File: src/rtl/counter_pkg.sv
// counter_pkg: shared mode constants and next-state result type for the up/down counter.
package counter_pkg;
   localparam logic MODE_WRAP = 1'b0;
   localparam logic MODE_SAT  = 1'b1;
   // Widest counter supported; instances slice value down to their own WIDTH.
   localparam int CNT_MAX_W = 64;
   typedef struct packed {
      logic [CNT_MAX_W-1:0] value;
      logic                 wrapped;
      logic                 clipped;
   } next_t;
endpackage

File: src/rtl/counter_next_calc.sv
// counter_next_calc: combinational next value of a bounded up/down counter with wrap or saturate.
module counter_next_calc
   import counter_pkg::*;
#(
   parameter int WIDTH  = 8,
   parameter int STEP_W = 4
) (
   input  logic [WIDTH-1:0] i_y,
   input  logic [WIDTH-1:0] i_limit,
   input  logic [WIDTH-1:0] i_s,
   input  logic             i_up,
   input  logic             i_sat,
   output next_t            o_res
);
   logic [WIDTH:0] w_y1, w_l1, w_s1, w_m, w_t, w_v;
   logic           w_sat_mode, w_w, w_c;
   // One extra bit keeps limit+1 and y+s exact when limit is all ones.
   assign w_y1       = {1'b0, i_y};
   assign w_l1       = {1'b0, i_limit};
   assign w_s1       = {1'b0, i_s};
   assign w_m        = w_l1 + 1'b1;
   assign w_t        = w_y1 + w_s1;
   assign w_sat_mode = (i_sat == MODE_SAT);
   always_comb begin
      w_v = w_y1;
      w_w = 1'b0;
      w_c = 1'b0;
      if (i_y > i_limit) begin
         w_v = w_sat_mode ? w_l1 : '0;
         w_w = !w_sat_mode;
         w_c = w_sat_mode;
      end else if (i_up) begin
         w_v = (w_t <= w_l1) ? w_t : (w_sat_mode ? w_l1 : w_t - w_m);
         w_w = (w_t > w_l1) && !w_sat_mode;
         w_c = (w_t > w_l1) && w_sat_mode;
      end else begin
         w_v = (w_s1 <= w_y1) ? w_y1 - w_s1 : (w_sat_mode ? '0 : w_y1 + (w_m - w_s1));
         w_w = (w_s1 > w_y1) && !w_sat_mode;
         w_c = (w_s1 > w_y1) && w_sat_mode;
      end
   end
   assign o_res = '{value: CNT_MAX_W'(w_v), wrapped: w_w, clipped: w_c};
endmodule

File: src/rtl/updown_counter_param.sv
// updown_counter_param: loadable up/down counter with runtime limit, variable step, wrap/saturate and event flags.
module updown_counter_param
   import counter_pkg::*;
#(
   parameter int WIDTH   = 8,
   parameter int STEP_W  = 4,
   parameter int RST_VAL = 0
) (
   input  logic              clk,
   input  logic              rst,
   input  logic              en,
   input  logic              clr,
   input  logic              load,
   input  logic [WIDTH-1:0]  loadin,
   input  logic              up,
   input  logic [STEP_W-1:0] step,
   input  logic [WIDTH-1:0]  limit,
   input  logic              sat,
   output logic [WIDTH-1:0]  y,
   output logic              wrap_p,
   output logic              sat_p,
   output logic              ovf,
   output logic              at_zero,
   output logic              at_limit
);
   logic [WIDTH-1:0] r_y, w_step_ext, w_s;
   logic             r_wrap, r_sat, r_ovf;
   next_t            w_res;
   assign w_step_ext = WIDTH'(step);
   assign w_s        = (w_step_ext > limit) ? limit : w_step_ext;
   counter_next_calc #(.WIDTH(WIDTH), .STEP_W(STEP_W)) u_calc (
      .i_y(r_y), .i_limit(limit), .i_s(w_s), .i_up(up), .i_sat(sat), .o_res(w_res)
   );
   always_ff @(posedge clk or posedge rst) begin
      if (rst) begin
         r_y    <= WIDTH'(RST_VAL);
         r_wrap <= 1'b0;
         r_sat  <= 1'b0;
         r_ovf  <= 1'b0;
      end else if (clr) begin
         r_y    <= WIDTH'(RST_VAL);
         r_wrap <= 1'b0;
         r_sat  <= 1'b0;
         r_ovf  <= 1'b0;
      end else if (load) begin
         r_y    <= (loadin > limit) ? limit : loadin;
         r_wrap <= 1'b0;
         r_sat  <= 1'b0;
      end else if (en && step != '0) begin
         r_y    <= WIDTH'(w_res.value);
         r_wrap <= w_res.wrapped;
         r_sat  <= w_res.clipped;
         r_ovf  <= r_ovf | w_res.wrapped | w_res.clipped;
      end else begin
         r_wrap <= 1'b0;
         r_sat  <= 1'b0;
      end
   end
   assign y        = r_y;
   assign wrap_p   = r_wrap;
   assign sat_p    = r_sat;
   assign ovf      = r_ovf;
   assign at_zero  = (r_y == '0);
   assign at_limit = (r_y == limit);
endmodule

File: config.mk
export PLATFORM = sky130hd
export DESIGN_NAME = updown_counter_param
export DESIGN_NICKNAME = d
export VERILOG_FILES = /design/src/rtl/counter_pkg.sv /design/src/rtl/counter_next_calc.sv /design/src/rtl/updown_counter_param.sv
export SDC_FILE = /design/constraint.sdc
export NUM_CORES = 1
export LEC_CHECK = 0
export ABC_AREA = 1
export BUFFER_PORTS_ARGS = -buffer_cell sky130_fd_sc_hd__buf_2
export CAP_MARGIN = 20
export CORE_UTILIZATION = 60
export DETAILED_ROUTE_END_ITERATION = 10
export PLACE_DENSITY_LB_ADDON = 0.12
export SLEW_MARGIN = 25
export SYNTH_ARGS = -nofsm -noshare
export SYNTH_HDL_FRONTEND = slang
export SYNTH_SLANG_ARGS = --single-unit
File: constraint.sdc
create_clock -name clk -period 9 [get_ports clk]
set_clock_uncertainty 0.2 [all_clocks]
set_input_delay 2.7 -clock clk [delete_from_list [all_inputs] [get_ports clk]]
set_output_delay 2.7 -clock clk [all_outputs]
set_load 0.01 [all_outputs]
==> flow_metrics.py <==
metrics = {
    "detailed_routing": {
        "drt_wl_total_um": 11100,
        "drt_iter0_drc": 310,
        "ant_nets": 0,
        "viasPerCell": 5.76,
        "first_pass_iters": 5,
        "route.detailed.drc": 0,
        "post_drt_wl_per_cell_um": 16.6,
        "vias": 3866,
    },
    "synthesis": {
        "netlist_area_um2": 3520,
        "synth.most_common_cell": "nand2_1",
        "synth_top_area_share_pct": 21.7,
        "synth_area_leaders": "ha_1 (22%), nand2_1 (16%), dfrtp_1 (7.8%), inv_1 (7.8%), nand3_1 (7.7%)",
        "syn_inst": 557,
        "async_reset_ff_share_pct": 100,
        "seq_area_frac_synth_pct": 7.81,
        "synth_cell_types": 50,
        "synth_edf_count": 0,
        "yosysWarnings": 0,
        "ys_ff_latch": 11,
        "synth.avg_cell_area_um2": 6.33,
        "ys.flop_type": "dfrtp_1",
        "synth_top_area_cell": "ha_1",
        "synth_common_cells": "nand2_1 (151), inv_1 (73), ha_1 (61), nand3_1 (54), a21oi_1 (40)",
    },
    "cells_and_area": {
        "nets": 698,
        "antennaDiodeCount": 0,
        "postLayoutCellArea_um2": 3810,
        "drive_above_1_share_pct": 11.4,
        "syn2layout_area_growth_pct": 8.16,
    },
    "sta": {
        "slew_headroom_pct": 52.4,
        "hold_slack_ns": 0.283,
        "finalSetupTns_ns": 0,
        "tightest_slew_ns": 0.707,
        "slew_violations": 0,
        "rsz0062_at_grt": "no",
        "report.final.setup_viol": 0,
        "fmax_ghz": 0.134,
        "finalWorstSetupSlack_ns": 1.56,
        "fin_crit_sh_pct": 82.6,
        "period_minus_slack_ns": 7.44,
        "hold_viol": 0,
    },
    "global_route": {
        "grt_start_max_net_pins": 16,
        "antenna_found_initial": 0,
        "grt_pass1_vias": 3757,
        "grt_pass1_wl_um": 17900,
        "grt.total_usage_pct": 38.0,
        "overflow": 0,
    },
    "power_and_ir_drop": {
        "finalPower_w": 0.000677,
        "p_leak_nw": 2.19,
        "vdd.ir_drop.worst_mv": 0.110,
        "pwr_density_cell_nw_per_um2": 178,
    },
    "die": {
        "core_area_um2": 5570,
        "design.die.area_um2": 6190,
        "num_io_pins": 40,
        "num_rows": 27,
        "die_w_um": 78.6,
        "die_height_um": 78.6,
        "initial_utilization_pct": 63.2,
    },
    "job": {
        "cap_violations": 0,
    },
    "worst_hold_path": {
        "hp-class": "reg2reg",
        "whs_path_depth": 2,
    },
    "setup_path": {
        "r2r_cells": 18,
        "worstSetupEndpointType": "flop",
        "cp_max_fo": 8,
        "critPathRequiredTime_ns": 8.92,
        "cp-start-kind": "input pin",
        "crit_type": "in2reg",
        "arrival_ns": 7.36,
    },
    "place": {
        "gp_congestion": 1.02,
        "hpwl_um": 9280,
        "placed_cell_area_um2": 3770,
        "io_buffers": 39,
        "dp_slack_ns": 1.35,
    },
    "status": {
        "status": "finished clean",
    },
    "clocking": {
        "cts_tree": "built",
        "clockBufferDepth": 2,
        "cts_setup_buffers": 0,
        "numCtsBuffers": 3,
        "holdBufCountCts": 0,
        "cts_max_level": 1,
        "postCtsResizedCells": 0,
        "clk_pin_slew_ns": 0.05,
        "clock-sinks": 11,
        "cts_root_buf": "clkbuf_8",
        "clock_latency_ns": 0.24,
    },
}
-- flip-flops by register name (all words and copies together) (netlist names) --
signal,flops
y,8
ovf,1
sat_p,1
wrap_p,1
-- worst max-delay path, cell delays in order --
cell and delay (ns):
buf_2 0.13, inv_1 0.15, ha_1 0.35, nand2_1 0.05
o21ai_0 0.15, nand3_1 0.21, o21ai_0 0.64, ha_1 0.29
inv_1 0.06, fa_1 0.42, o21ai_2 0.23, nand2_1 0.10
nor2_1 0.13, nor2_1 0.05, nand2_1 0.05, nand2_1 0.11
ha_1 0.31, a21o_1 0.16, a21oi_1 0.18, nand2_1 0.08
nand2_1 0.09, nand3_1 0.14, o21ai_0 0.18, nor2_1 0.09
o21ai_0 0.22, nand2_1 0.07
-- logic make-up after synthesis --
logic type,share of synthesized area [%]
compound gates,15.0
xor+xnor,3.98
fa+ha+maj,27.3
buf+inv,10.9
flops,7.81
other cells,0.213
simple gates,34.8
-- stage by stage --
stage | utilization (%) | cells
floorplan | - | 566
global route | 68.4 | 671
CTS | 68.4 | 671
finish | 68.4 | 671
detailed placement | 67.6 | 667
global placement | 67.6 | 667
-- final timing paths --
kind / to / from / slack, ns
max reg2reg: y[1] / y[1] / 5.20
min: ovf / ovf / 0.28
min in group asynchronous: y[4] / rst / 2.24
min reg2reg: ovf / ovf / 0.28
max: y[1] / limit[3] / 1.56
max in group asynchronous: y[1] / rst / 6.06
-- cell type report --
type | count | area (um2)
Clock buffer | 4 | 45.0
Fill cell | 524 | 1760
Inverter | 81 | 308
Multi-Input combinational cell | 464 | 2900
Sequential cell | 11 | 275
Tap cell | 72 | 90.1
Timing Repair Buffer | 39 | 195
-- layout by cell type, fill, tap and decap left out, types with 3 or more instances in the layout --
cell	n
conb_1	11
inv_2	4
inv_1	73
o21ai_0	30
fa_1	10
o211ai_1	3
o21ai_1	3
nand3_1	54
clkbuf_8	3
a21oi_1	40
nand4_1	12
xor2_1	12
xnor2_1	4
nor2_1	34
dfrtp_1	11
nand2_2	5
nand2_1	151
ha_1	61
buf_2	39
-- metal layers --
layer / share of wire [%] / routed length (um) / GRT usage [%] / vias to the layer above
li1: - / - / - / 1927
met1: 42 / 4650 / 45.8 / 1743
met2: 48 / 5390 / 67.9 / 159
met3: 5.2 / 578 / 2.21 / 37
met4: 4.7 / 523 / 18.9 / 0
met5: 0 / 0 / 0 / -
-- report_power, final --
group / switching, W / internal (W) / total, W
combinational: 0.000354 / 0.000196 / 0.000550
clock: 0.0000197 / 0.0000312 / 0.0000509
sequential: 0.0000199 / 0.0000564 / 0.0000763
No activity file was read; power rests on OpenSTA's default activity.
